`config.mk`:
```
export PLATFORM = sky130hd
export DESIGN_NAME = pi_ratio_bcd_engine
export DESIGN_NICKNAME = d
export VERILOG_FILES = /design/src/rtl/pi_ratio_bcd_engine.sv
export SDC_FILE = /design/constraint.sdc
export NUM_CORES = 1
export LEC_CHECK = 0
export BUFFER_PORTS_ARGS = -buffer_cell sky130_fd_sc_hd__buf_4
export CORE_AREA = 2 2 137 139
export DETAILED_ROUTE_END_ITERATION = 6
export DIE_AREA = 0 0 139 141
export PLACE_DENSITY = 0.69
export SLEW_MARGIN = 25
export SYNTH_ARGS = -nofsm -noshare
export SYNTH_HDL_FRONTEND = slang
export SYNTH_SLANG_ARGS = --single-unit
```
`constraint.sdc`:
```
create_clock -name clk -period 3.89 [get_ports clk]
set_input_delay 0.1945 -clock clk [delete_from_list [all_inputs] [get_ports clk]]
set_output_delay 0.1945 -clock clk [all_outputs]
set_load 0.02 [all_outputs]
```
`src/rtl/pi_ratio_bcd_engine.sv`:
```
// ---------------------------------------------------------------------------
// PiRatioBcdEngine -- pi_ratio_bcd_engine
//
// Purpose:
//   Turns a pair of Monte-Carlo hit counters into a decimal estimate of
//   4*circle_cnt/square_cnt. The estimate is one BCD integer digit plus
//   N_FRAC BCD fractional digits. It is built by restoring long division:
//   one subtraction per clock, and one clock to store each digit. The result
//   is truncated. It saturates to 9.99..9 when the integer part would exceed
//   9. The published outputs only change on the commit cycle, so a display
//   that reads them mid-computation still sees the previous estimate.
//
// Ports:
//   clk          rising-edge clock
//   reset        synchronous, active-high reset (priority over start)
//   start        request a new estimate; only honoured while idle
//   circle_cnt   hits inside the circle, sampled on the accepted start
//   square_cnt   hits inside the square, sampled on the accepted start
//   busy         high from the cycle after an accepted start through commit
//   done         one-cycle pulse once the outputs hold the new estimate
//   int_digit    BCD integer digit
//   frac_digits  BCD fractional digits, first digit after the point in MSBs
//   ovf          last estimate saturated (integer part above 9)
//   div0         last estimate had square_cnt == 0
// ---------------------------------------------------------------------------
module pi_ratio_bcd_engine #(
  parameter int N_FRAC = 5,
  parameter int CNT_W  = 32
) (
  input  logic                clk,
  input  logic                reset,
  input  logic                start,
  input  logic [CNT_W-1:0]    circle_cnt,
  input  logic [CNT_W-1:0]    square_cnt,
  output logic                busy,
  output logic                done,
  output logic [3:0]          int_digit,
  output logic [4*N_FRAC-1:0] frac_digits,
  output logic                ovf,
  output logic                div0
);

  // The remainder carries two extra bits for the initial 4*circle_cnt. It
  // carries two more bits so that rem*10 fits: after the integer digit,
  // rem < divisor < 2^CNT_W always holds.
  localparam int R_W   = CNT_W + 4;
  localparam int IDX_W = $clog2(N_FRAC + 1);
  localparam logic [IDX_W-1:0] LAST_IDX = IDX_W'(N_FRAC);

  typedef enum logic [1:0] {
    IDLE   = 2'd0,
    DIV    = 2'd1,
    COMMIT = 2'd2
  } state_t;

  state_t state;
  state_t state_next;

  logic [CNT_W-1:0]    divisor;
  logic [R_W-1:0]      rem;
  logic [3:0]          q;
  logic [IDX_W-1:0]    idx;
  logic [3:0]          work_int;
  logic [4*N_FRAC-1:0] work_frac;
  logic                work_ovf;
  logic                work_div0;

  logic [R_W-1:0]      divisor_ext;
  logic [R_W-1:0]      rem_x10;
  logic                rem_ge;
  logic                saturate;

  assign divisor_ext = {4'b0000, divisor};
  assign rem_x10     = (rem << 3) + (rem << 1);
  assign rem_ge      = (rem >= divisor_ext);
  // A tenth subtraction would be needed. This can only happen on the
  // integer digit, because every later digit starts from rem < divisor.
  assign saturate    = rem_ge && (q == 4'd9);

  // State register.
  always_ff @(posedge clk) begin
    if (reset) begin
      state <= IDLE;
    end else begin
      state <= state_next;
    end
  end

  // Next-state logic and busy decode.
  always_comb begin
    state_next = state;
    busy       = 1'b0;
    case (state)
      IDLE: begin
        if (start) begin
          state_next = (square_cnt == '0) ? COMMIT : DIV;
        end
      end
      DIV: begin
        busy = 1'b1;
        if (saturate) begin
          state_next = COMMIT;
        end else if (!rem_ge && (idx == LAST_IDX)) begin
          state_next = COMMIT;
        end
      end
      COMMIT: begin
        busy       = 1'b1;
        state_next = IDLE;
      end
      default: begin
        state_next = IDLE;
      end
    endcase
  end

  // Division datapath, working digit registers and published outputs.
  always_ff @(posedge clk) begin
    if (reset) begin
      divisor     <= '0;
      rem         <= '0;
      q           <= '0;
      idx         <= '0;
      work_int    <= '0;
      work_frac   <= '0;
      work_ovf    <= 1'b0;
      work_div0   <= 1'b0;
      done        <= 1'b0;
      int_digit   <= '0;
      frac_digits <= '0;
      ovf         <= 1'b0;
      div0        <= 1'b0;
    end else begin
      done <= (state == COMMIT);
      case (state)
        IDLE: begin
          if (start) begin
            divisor   <= square_cnt;
            rem       <= {2'b00, circle_cnt, 2'b00};
            q         <= '0;
            idx       <= '0;
            work_int  <= '0;
            work_frac <= '0;
            work_ovf  <= 1'b0;
            work_div0 <= (square_cnt == '0);
          end
        end
        DIV: begin
          if (saturate) begin
            work_ovf  <= 1'b1;
            work_int  <= 4'd9;
            work_frac <= {N_FRAC{4'd9}};
          end else if (rem_ge) begin
            rem <= rem - divisor_ext;
            q   <= q + 4'd1;
          end else begin
            if (idx == '0) begin
              work_int <= q;
            end
            // Fractional digit idx lands in nibble N_FRAC-idx. This keeps
            // the first digit after the point in the top nibble.
            for (int i = 0; i < N_FRAC; i++) begin
              if (idx == IDX_W'(i + 1)) begin
                work_frac[4*(N_FRAC-1-i) +: 4] <= q;
              end
            end
            rem <= rem_x10;
            q   <= '0;
            idx <= idx + IDX_W'(1);
          end
        end
        COMMIT: begin
          int_digit   <= work_int;
          frac_digits <= work_frac;
          ovf         <= work_ovf;
          div0        <= work_div0;
        end
        default: begin
        end
      endcase
    end
  end

endmodule

```
* Word-level counts from Yosys, hierarchy flattened *
Cells that the tools add are included.

word-level totals
  register bits = 130
  input bits = 67

cells by class
  add/sub/neg operators = 4
  order comparisons = 1
  eq/ne operators = 20
  mux-type cells = 34
  reduce and logical (&&, ||, !) cells = 19

operator list
  kind                                                              count
  36-bit 2-to-1 mux                                                 3
  36-bit case mux with 2 select lines                               1
  20-bit 2-to-1 mux                                                 3
  4-bit 2-to-1 mux                                                  11
  20-bit case mux with 2 select lines                               1
  36-bit adder                                                      1
  36-bit by 32-bit >= comparator with 1-bit output                  1
  36-bit by 32-bit subtractor with 36-bit output                    1
  32-bit logical NOT                                                1
  4-bit AND reduction                                               7
  3-bit != test (second input constant)                             8
  4-bit case mux with 2 select lines                                2
  3-bit 2-to-1 mux                                                  3
  2-bit 2-to-1 mux                                                  4
  2-bit != test (second input constant)                             4
  3-bit by 2-bit == test with 1-bit output (second input constant)  2
  3-bit == test (second input constant)                             2
  3-bit case mux with 2 select lines                                1
  3-bit AND reduction                                               2
  4-bit by 1-bit adder with 4-bit output (second input constant)    1
  4-bit == test (second input constant)                             1
  2-bit case mux with 2 select lines                                1
  2-bit AND reduction                                               2
  3-bit by 1-bit adder with 3-bit output (second input constant)    1
  11 further kinds                                                  14

* Longest topological paths before layout *
Gate-level depths: netlist of run 1.

  depth in word-level cells = 6
  gate-level depth with buffers = 15
  depth with buffers taken out = 13

* Worst setup path before layout of run 1 *
Ideal clock, no wire load.

  kind = register -> register
  start = register rem[0]
  end = register rem[10]
  setup time = 0.117 ns
  arrival = 2.868 ns
  setup slack = 0.905 ns
  cell stages (with the launch flop) = 14
  path through = dfxtp_1 > inv_1 > ha_1 > fa_1 > and2b_1 > o211ai_1 > a311oi_2 > o21ai_2 > o21ai_4 > a21oi_4 > o31ai_4 > nor2_2 > buf_4 > a22o_1

on the way
  word-level cells in the longest chain between the ends = 4

RTL lines
  what                                                                               line     RTL
  start: declaration                                                                 60       logic [R_W-1:0] rem;
  start signal: assignment                                                           139      rem <= {2'b00, circle_cnt, 2'b00};
  start signal: assignment                                                           154      rem <= rem - divisor_ext;
  start signal: assignment                                                           167      rem <= rem_x10;
  36-bit adder, or another cell as far along                                         74       assign rem_x10 = (rem << 3) + (rem << 1);
  36-bit 2-to-1 mux / 1-bit logical AND (equally long branches)                      153, 78
  36-bit 2-to-1 mux / 2-bit != test (equally long branches)                          -
  36-bit case mux with 2 select lines / 3-bit AND reduction (equally long branches)  -

Parallel ways exist; a longest one is shown, timed or not. The select of a mux whose other input is x is not followed.
A chain may end at the register's enable or synchronous reset.

* Worst setup path after layout of run 1 *
  start = register rem[0]
  end = register rem[28]

The elaborated chain is that of the path after synthesis.

==> results of run 1 <==
-- worst max-delay path: stages, from the launching register on --
cell and delay [ns]:
dfxtp_1 0.39, inv_1 0.06, ha_1 0.21, fa_1 0.38, and2b_1 0.25, o211ai_1 0.13, a311oi_2 0.37, o21ai_2 0.20
o21ai_4 0.28, a21o_4 0.32, buf_4 0.39, nor2_1 0.10, a311oi_1 0.30, o41ai_1 0.11
-- cell families (layout without fill, tap and decap cells) --
kind of cell               count (synthesis)  in the layout  share of synthesized area
and+or+nand+nor                          370            370                      0.188
AOI/OAI and AO/OA                        361            361                      0.265
DFF                                      130            130                      0.291
buffers and inverters                    112            201                     0.0524
adders and majority gates                 76             76                      0.108
xor gates and xnor gates                  55             55                     0.0538
muxes                                     38             38                     0.0425
-- per-stage QoR --
stage	cell area [um^2]	std cells	total power, W
floorplan	8950	1142	0.00385
global placement	9820	1432	0.00454
detailed placement	9820	1432	0.00452
CTS	10400	1465	0.00615
global route	10400	1465	0.00657
finish	10400	1465	0.00619
-- cell type report --
type,instances,area [um^2],share of cell area
tap,234,293,0.0281
clock inverter,15,161,0.0155
clock buffer,17,425,0.0408
timing repair buffer,110,828,0.0795
multi-input combinational,900,5890,0.565
inverter,59,221,0.0213
sequential,130,2600,0.250
-- state kept, by name, summed over array words and instances (netlist names), 2 cells and up --
name	flops
idx	3
q	4
work_frac	20
work_int	4
rem	36
state	2
int_digit	4
divisor	32
frac_digits	20
-- power by group --
group | internal [W] | total (W) | leakage [nW] | switching, W
sequential | 0.00144 | 0.00156 | 1.06 | 0.000125
combinational | 0.00115 | 0.00301 | 3.16 | 0.00186
clock | 0.000910 | 0.00161 | 0.290 | 0.000704
total | 0.00350 | 0.00619 | 4.51 | 0.00269
-- placed cells by master (no fill, tap or decap), types with 7 or more instances in the layout --
cell	synthesis	layout
inv_1	58	58
nor2_1	108	108
nor3_1	14	14
clkbuf_16	0	17
ha_1	74	73
a22o_1	13	13
mux2i_1	38	38
xnor2_1	31	31
nand2b_1	7	7
buf_4	4	109
a21oi_1	129	129
o21a_1	8	8
and3_1	10	10
o211ai_1	17	17
nor4_1	13	13
o21ai_2	7	7
nand4_1	12	12
o21ai_1	8	8
a31oi_1	16	16
xor2_1	24	24
nand2_1	135	135
nand3_1	32	32
dfxtp_1	130	130
o21ai_0	59	59
a21o_1	27	27
-- per-layer routing --
layer / vias up / share of wire / global-route usage
li1: 4282 / - / -
met1: 3996 / 0.47 / 0.367
met2: 291 / 0.45 / 0.415
met3: 41 / 0.064 / 0.0408
met4: 0 / 0.024 / 0.0877
met5: - / 0 / 0
-- worst paths after layout --
check / from / endpoint / slack (ns) / cells past startpoint
worst max-delay path: rem[0] / rem[28] / 0.24 / 13
worst min-delay path: circle_cnt[16] / rem[18] / 0.009 / 3
worst max register to register: rem[0] / rem[28] / 0.24 / 13
worst min register to register: divisor[31] / divisor[31] / 0.46 / 2
-- repair_timing --
action | in CTS | in global routing
hold buffers | 1 | 0
resized for setup | 0 | 1
hold endpoints to repair | 1 | 0
setup endpoints to repair | 0 | 1
==> impl_summary.log, run 1 <==
[metrics] status: completed
[metrics] Commonest cells post-synth: 135 x nand2_1, 130 x dfxtp_1, 129 x a21oi_1, 108 x nor2_1, 74 x ha_1
[metrics] final cycle utilization of the critical path: 0.937
[metrics] Clk Latency, worst-skew pair: 0.43 ns
[metrics] Reg clk slew, reported paths: 0.07 ns
[metrics] post-detailed-route count of antenna-violating nets: 0
[metrics] library cell with the largest summed area after synthesis: dfxtp_1
[metrics] root cell of the clock tree: clkbuf_16
[metrics] share of post-route cells with drive strength above 1: 0.137
[metrics] average cell area after synthesis: 7.84 um^2
[metrics] die area: 19600 um^2
[metrics] clock tree from TritonCTS: yes
[metrics] Setup Fix Bufs, Post-CTS: 0
[metrics] unrepaired setup endpoints after global routing: false
[metrics] starting utilization of the core area: 0.490
[metrics] Worst Path Arrival: 3.95 ns
[metrics] minimum setup slack in the final design: 0.244 ns
[metrics] number of warnings printed during yosys synthesis: 0
[metrics] proportion of netlist area held by the largest area contributor: 0.291
[metrics] DR vias: 8610
[metrics] total of endpoints with negative setup slack in the final report: 0
[metrics] number of DRC markers in iteration 0: 776
[metrics] classification of the worst-slack hold path: input port to flop
[metrics] crit start category: flop
[metrics] kind of end point of the critical path: flop
[metrics] sequential fraction of the synthesis area: 0.291
[metrics] net count after synthesis: 1285
[metrics] Post-Synthesis Cells: 1142
[metrics] initial antenna violation count: 0
[metrics] number of enable-type register cells in the synthesized netlist: 0
[metrics] via density per instance: 5.88
[metrics] pre-CTS setup slack: 0.229 ns
[metrics] synthesis-to-layout area growth: 16.4%
[metrics] most instantiated flip-flop cell in the synthesis netlist: dfxtp_1
[metrics] die width: 139 um
[metrics] final setup TNS: 0 ns
[metrics] buffers from clock root to sink, at most: 2
[metrics] utilization of the core after routing: 0.570
[metrics] count of state elements after synthesis: 130
[metrics] number of nets in the finished design: 1361
[metrics] placement row count: 50
[metrics] height of the die: 141 um
[metrics] Max-Cap Viols: 0
[metrics] Final min period: 3.65 ns
[metrics] Leak Pwr: 4.51 nW
[metrics] clk_skew: 0.00879 ns
[metrics] worst hold slack after final layout: 0.00883 ns
[metrics] count of antenna diodes in the layout: 0
[metrics] grt total ovfl: 0
[metrics] placed wire-length estimate: 18800 um
[metrics] Unique masters post-synth: 83
[metrics] slew at the pin closest to its max-slew limit: 0.797 ns
[metrics] TritonCTS Buffers: 17
[metrics] Rel. slew slack: 0.468
[metrics] Routed WL: 26000 um
[metrics] cell area after synthesis: 8950 um^2
[metrics] number of filler instances in the final layout: 1712
[metrics] worst path required time: 4.19 ns
[metrics] I/O Buffers: 94
[metrics] number of max-slew violations in the final report: 0
[metrics] wire length of the first global-routing pass: 41500 um
[metrics] vias in the first global route: 7975
[metrics] f_max: 274 MHz
[metrics] Max VDD drop: 329 uV
[metrics] hold violation count in the final report: 0
[metrics] WL per Instance: 17.8 um
[metrics] ys async rst share: 0
[metrics] number of design rule violations left after detail routing: 0
[metrics] largest net degree at the start of global routing: 66
[metrics] most repeated cell in the gate-level netlist after synthesis: nand2_1
[metrics] number of search-and-repair iterations in the first detailed-routing pass: 5
[metrics] top area cells in the synthesized netlist: dfxtp_1 29%, ha_1 10%, a21oi_1 7.2%
[metrics] Tot GR Track Use: 0.263
[metrics] clock sink count: 130
[metrics] class of the most critical setup path: flop to flop
[metrics] placer's final routability congestion estimate: 0.915
[metrics] critical path peak fanout: 29
[metrics] top-level I/O count: 95
[metrics] Max H-tree Level: 4
[metrics] power per unit of standard cell area: 594 nW/um^2
[metrics] core outline area: 18300 um^2
Power figures use the tool's default switching activity.
==> inputs of run 2 (changes only) <==
Settings changed: CORE_AREA 2 2 137 139 to 2 2 135 137, DIE_AREA 0 0 139 141 to 0 0 137 139, PLACE_DENSITY 0.69 to 0.71.
==> impl_summary.log, run 2 (synthesis results as in run 1) <==
[metrics] utilization of the core after routing: 0.590 (+0.0200)
[metrics] fraction of power spent switching nets: 0.417 (-0.0169)
[metrics] GR met2 Demand/Resource: 0.418 (+0.00309)
[metrics] Final min period: 3.63 ns (-0.0145 ns)
[metrics] DR vias: 8655 (+0.52%)
[metrics] top-level I/O count: 95 (unchanged)
[metrics] root cell of the clock tree: clkbuf_16
[metrics] post-detailed-route count of antenna-violating nets: 0 (unchanged)
[metrics] wire length of the first global-routing pass: 41200 um (-0.78%)
[metrics] number of hold-repair buffers added at the cts stage: 0 (-1)
[metrics] die area: 19000 um^2 (-2.8%)
[metrics] crit start category: flop
[metrics] height of the die: 139 um (-1.4%)
[metrics] initial antenna violation count: 0 (unchanged)
[metrics] clock network power share: 0.270 (+0.009)
[metrics] Max-Cap Viols: 0 (unchanged)
[metrics] class of the most critical setup path: flop to flop
[metrics] synthesis-to-layout area growth: 16.5% (about the same)
[metrics] clk_skew: 0.00902 ns (+0.000226 ns)
[metrics] Max H-tree Level: 4 (unchanged)
[metrics] kind of end point of the critical path: flop
[metrics] WL per Instance: 17.4 um (-2.0%)
[metrics] register with the most flip-flops: rem
[metrics] placed wire-length estimate: 18500 um (-1.5%)
[metrics] placed standard-cell area: 9810 um^2 (about the same)
[metrics] vias in the first global route: 8038 (+0.79%)
[metrics] Tot GR Track Use: 0.273 (+0.0103)
[metrics] met1 usage: 0.384 (+0.0168)
[metrics] most frequent cells in the layout: 135 x nand2_1, 130 x dfxtp_1, 129 x a21oi_1
[metrics] buffers from clock root to sink, at most: 2 (unchanged)
[metrics] clock sink count: 130 (unchanged)
[metrics] minimum setup slack in the final design: 0.259 ns (+0.0145 ns)
[metrics] Setup Fix Bufs, Post-CTS: 0 (unchanged)
[metrics] Leak Pwr: 4.52 nW (+0.20%)
[metrics] number of max-slew violations in the final report: 0 (unchanged)
[metrics] unrepaired setup endpoints after global routing: false
[metrics] GR Layer Usage met3: 0.0395 (-0.00129)
[metrics] Rel. slew slack: 0.387 (-0.0816)
[metrics] combinational fraction of design power: 0.478 (-0.009)
[metrics] most frequent standard cell in the layout excluding fill and tap cells: nand2_1
[metrics] share of post-route cells with drive strength above 1: 0.137 (-0.000590)
[metrics] number of design rule violations left after detail routing: 0 (unchanged)
[metrics] starting utilization of the core area: 0.507 (+0.0169)
[metrics] pre-CTS setup slack: 0.349 ns (+0.119 ns)
[metrics] final cycle utilization of the critical path: 0.934 (-0.00373)
[metrics] Clk Latency, worst-skew pair: 0.43 ns (about the same)
[metrics] cell internal power dissipation: 0.00362 W (+3.3%)
[metrics] TritonCTS Buffers: 17 (unchanged)
[metrics] classification of the worst-slack hold path: input port to flop
[metrics] total of endpoints with negative setup slack in the final report: 0 (unchanged)
[metrics] Tot Pwr: 0.00621 W (+0.32%)
[metrics] Routed WL: 25400 um (-2.4%)
[metrics] I/O Buffers: 94 (unchanged)
[metrics] slew at the pin closest to its max-slew limit: 0.920 ns (+0.123 ns)
[metrics] status: completed
[metrics] hold violation count in the final report: 0 (unchanged)
[metrics] Reg clk slew, reported paths: 0.06 ns (about the same)
[metrics] placer's final routability congestion estimate: 0.933 (+1.9%)
[metrics] path depth of the worst reg2reg path: 14 (+1)
[metrics] core outline area: 17700 um^2 (-3.3%)
[metrics] number of DRC markers in iteration 0: 711 (-8.4%)
[metrics] number of search-and-repair iterations in the first detailed-routing pass: 5 (unchanged)
[metrics] placement row count: 49 (-2.0%)
[metrics] die width: 137 um (-1.4%)
[metrics] final setup TNS: 0 ns (unchanged)
[metrics] busiest grt layer: met2
[metrics] worst path required time: 4.24 ns (+0.05 ns)
[metrics] count of instances resized after the clock tree is built: 0 (unchanged)
[metrics] WHS Path Cells: 3 (unchanged)
[metrics] largest net degree at the start of global routing: 66 (unchanged)
[metrics] power per unit of standard cell area: 596 nW/um^2 (+0.27%)
[metrics] clock tree from TritonCTS: yes
[metrics] grt total ovfl: 0 (unchanged)
[metrics] count of antenna diodes in the layout: 0 (unchanged)
[metrics] f_max: 275 MHz (+0.40%)
[metrics] max reg flops: 36 (unchanged)
[metrics] share of power burned in registers: 0.252 (about the same)
[metrics] via density per instance: 5.94 (+1.0%)
[metrics] final instance area: 10400 um^2 (about the same)
[metrics] critical path peak fanout: 28 (-3.4%)
[metrics] top flop regs: rem: 36 flops, divisor: 32 flops
[metrics] Worst Path Arrival: 3.98 ns (+0.03 ns)
[metrics] number of filler instances in the final layout: 1669 (-2.5%)
[metrics] number of nets in the finished design: 1360 (-0.073%)
[metrics] Max VDD drop: 317 uV (-3.7%)
[metrics] net load switching power: 0.00259 W (-3.6%)
## run 2: metrics by stage
| step | cells | hold WS (ns) |
|---|---|---|
| after floorplan | 1142 | 0.330 |
| after global placement | 1427 | 0.442 |
| after detailed placement | 1427 | 0.447 |
| after CTS | 1458 | 0.00438 |
| after global routing | 1458 | 0.0139 |
| final | 1458 | 0.0146 |
## run 2: critical path, cell delays in order, from the launching register on
cell and delay [ns]:
dfxtp_1 0.38, inv_1 0.06, ha_1 0.20, fa_1 0.38, and2b_1 0.24, o211ai_1 0.12, a311oi_2 0.41, o21ai_2 0.20
o21ai_4 0.30, a21o_4 0.32, buf_4 0.36, nand2_1 0.12, o311ai_0 0.12, o211ai_1 0.14, a21oi_1 0.17
## run 2: final cells by class
cell class	count	area (um^2)	area share
Clock inverter	13	174	0.0167
Clock buffer	18	439	0.0421
Multi-Input combinational cell	900	5880	0.564
Tap cell	229	287	0.0275
Sequential cell	130	2600	0.250
Timing Repair Buffer	109	818	0.0785
Inverter	59	221	0.0212
## run 2: path summary, 6_finish.rpt
| kind | start | endpoint | slack, ns |
|---|---|---|---|
| max | rem[0] | rem[16] | 0.26 |
| min | circle_cnt[18] | rem[20] | 0.01 |
| max reg2reg | rem[0] | rem[16] | 0.26 |
| min reg2reg | divisor[7] | divisor[7] | 0.45 |
## run 2: metal layers
metal	vias to the layer above	routed length (um)
li1	4276	-
met1	4022	11700
met2	305	11400
met3	52	1570
met4	0	710
met5	-	0
## run 2: power groups by stage
stage                     Sequential [W]  Combinational, W  Clock (W)
after floorplan                  0.00154           0.00230          0
after global placement           0.00159           0.00287          0
after detailed placement         0.00159           0.00289          0
after CTS                        0.00156           0.00292    0.00169
after global routing             0.00158           0.00326    0.00176
final                            0.00157           0.00297    0.00168
==> inputs of run 3 (changes only) <==
Settings changed: CORE_AREA 2 2 135 137 to 4 4 137 139, DIE_AREA 0 0 137 139 to 0 0 141 143, HOLD_SLACK_MARGIN set to 0.02.
==> impl_summary.log, run 3 (synthesis results as in run 1) <==
[metrics] clock sink count: 130 (unchanged)
[metrics] power per unit of standard cell area: 581 nW/um^2 (-2.5%)
[metrics] die area: 20200 um^2 (+5.9%)
[metrics] class of the most critical setup path: flop to flop
[metrics] clk_skew: 0.00849 ns (-0.000531 ns)
[metrics] grt total ovfl: 0 (unchanged)
[metrics] path depth of the worst reg2reg path: 14 (unchanged)
[metrics] kind of end point of the critical path: flop
[metrics] Tot GR Track Use: 0.260 (-0.0134)
[metrics] Worst Path Arrival: 3.97 ns (about the same)
[metrics] Rel. slew slack: 0.386 (-0.000919)
[metrics] final instance area: 10500 um^2 (+1.2%)
[metrics] WL per Instance: 17.8 um (+2.2%)
[metrics] status: completed
[metrics] unrepaired setup endpoints after global routing: false
[metrics] TritonCTS Buffers: 17 (unchanged)
[metrics] starting utilization of the core area: 0.507 (unchanged)
[metrics] largest net degree at the start of global routing: 61 (-7.6%)
[metrics] Setup Fix Bufs, Post-CTS: 0 (unchanged)
[metrics] top flop regs: rem: 36 flops, divisor: 32 flops
[metrics] DR vias: 8720 (+0.75%)
[metrics] total of endpoints with negative setup slack in the final report: 0 (unchanged)
[metrics] Leak Pwr: 4.57 nW (+1.1%)
[metrics] Reg clk slew, reported paths: 0.06 ns (about the same)
[metrics] slew at the pin closest to its max-slew limit: 0.921 ns (+0.00138 ns)
[metrics] Final min period: 3.62 ns (-0.00841 ns)
[metrics] post-detailed-route count of antenna-violating nets: 0 (unchanged)
[metrics] placement row count: 49 (unchanged)
[metrics] WHS Path Cells: 3 (unchanged)
[metrics] placer's final routability congestion estimate: 0.929 (-0.34%)
[metrics] final cycle utilization of the critical path: 0.931 (-0.00216)
[metrics] height of the die: 143 um (+2.9%)
[metrics] most frequent standard cell in the layout excluding fill and tap cells: nand2_1
[metrics] placed wire-length estimate: 19200 um (+3.8%)
[metrics] synthesis-to-layout area growth: 17.8%
[metrics] most frequent cells in the layout: 135 x nand2_1, 130 x dfxtp_1, 129 x a21oi_1
[metrics] Max H-tree Level: 4 (unchanged)
[metrics] wire length of the first global-routing pass: 42200 um (+2.4%)
[metrics] number of design rule violations left after detail routing: 0 (unchanged)
[metrics] crit start category: flop
[metrics] Max-Cap Viols: 0 (unchanged)
[metrics] number of max-slew violations in the final report: 0 (unchanged)
[metrics] vias in the first global route: 8214 (+2.2%)
[metrics] core outline area: 17700 um^2 (unchanged)
[metrics] clock tree from TritonCTS: yes
[metrics] number of nets in the finished design: 1378 (+1.3%)
[metrics] max reg flops: 36 (unchanged)
[metrics] Non-Filler Instances: 1477 (+1.3%)
[metrics] Clk Latency, worst-skew pair: 0.43 ns (about the same)
[metrics] minimum setup slack in the final design: 0.267 ns (+0.00841 ns)
[metrics] buffers from clock root to sink, at most: 2 (unchanged)
[metrics] number of DRC markers in iteration 0: 817 (+15%)
[metrics] count of instances resized after the clock tree is built: 0 (unchanged)
[metrics] hold violation count in the final report: 0 (unchanged)
[metrics] I/O Buffers: 94 (unchanged)
[metrics] worst path required time: 4.24 ns (about the same)
[metrics] share of post-route cells with drive strength above 1: 0.138 (+0.00112)
[metrics] register with the most flip-flops: rem
[metrics] pre-CTS setup slack: 0.297 ns (-0.0519 ns)
[metrics] top-level I/O count: 95 (unchanged)
[metrics] root cell of the clock tree: clkbuf_16
[metrics] via density per instance: 5.90 (-0.55%)
[metrics] Tot Pwr: 0.00612 W (-1.4%)
[metrics] f_max: 276 MHz (+0.23%)
[metrics] critical path peak fanout: 28 (unchanged)
[metrics] die width: 141 um (+2.9%)
[metrics] placed standard-cell area: 9830 um^2 (+0.15%)
[metrics] classification of the worst-slack hold path: input port to flop
[metrics] Routed WL: 26300 um (+3.6%)
[metrics] Max VDD drop: 287 uV (-9.6%)
[metrics] initial antenna violation count: 0 (unchanged)
[metrics] number of search-and-repair iterations in the first detailed-routing pass: 5 (unchanged)
[metrics] placed insts: 1429 (+0.14%)
[metrics] count of antenna diodes in the layout: 0 (unchanged)
[metrics] final setup TNS: 0 ns (unchanged)
run 3: cell count changes in the layout (fill, tap and decap cells not counted), sizes merged:
cell / delta
clkinvlp: +1
bufinv: -3
a21oi: +1
buf: +2
clkbuf: -1
dlygate4sd3: +15
inv: +4
run 3: power breakdown:
group / internal [W] / switching [W] / total (W) / leakage, nW
registers: 0.00144 / 0.000130 / 0.00157 / 1.06
logic: 0.00116 / 0.00186 / 0.00302 / 3.23
clock network: 0.000845 / 0.000692 / 0.00154 / 0.279
run 3: through the flow:
step | hold WS [ns] | utilization
detailed placement | 0.448 | 0.556
finish | 0.0311 | 0.597
CTS | 0.0202 | 0.597
global placement | 0.442 | 0.556
global route | 0.0347 | 0.597
floorplan | 0.330 | -
run 3: layout make-up:
cell class / instances / area, um^2
flip-flops and latches: 130 / 2600
fillers: 1653 / 7110
clock buffers: 17 / 425
inverters: 59 / 221
clock inverters: 15 / 135
well taps: 229 / 287
multi-input cells: 901 / 5890
repair buffers: 126 / 983
run 3: layer usage:
metal	up-vias	GRT usage	share of wire
met1	4056	0.367	0.47
met2	308	0.413	0.45
met3	41	0.0322	0.062
li1	4315	-	-
met5	-	0	0
met4	0	0.0847	0.020
run 3: worst max-delay path: stages, from the launching register on:
cell	delay [ns]
dfxtp_1	0.38
inv_1	0.06
ha_1	0.20
fa_1	0.38
and2b_1	0.26
o211ai_1	0.12
a311oi_2	0.36
o21ai_2	0.22
o21ai_4	0.31
a21o_4	0.32
buf_4	0.36
nand2_1	0.13
o311ai_0	0.12
o211ai_1	0.14
a21oi_1	0.17
run 3: worst paths after layout:
check	end	slack (ns)	from
worst max-delay path	rem[16]	0.27	rem[0]
worst min-delay path	rem[20]	0.03	circle_cnt[18]
worst max register to register	rem[16]	0.27	rem[0]
worst min register to register	divisor[31]	0.45	divisor[31]
run 3: timing repair:
| item | in CTS | in global routing |
|---|---|---|
| endpoints found under the hold margin | 15 | 0 |
| hold buffers | 15 | 0 |
| endpoints found under the setup margin | 0 | 22 |
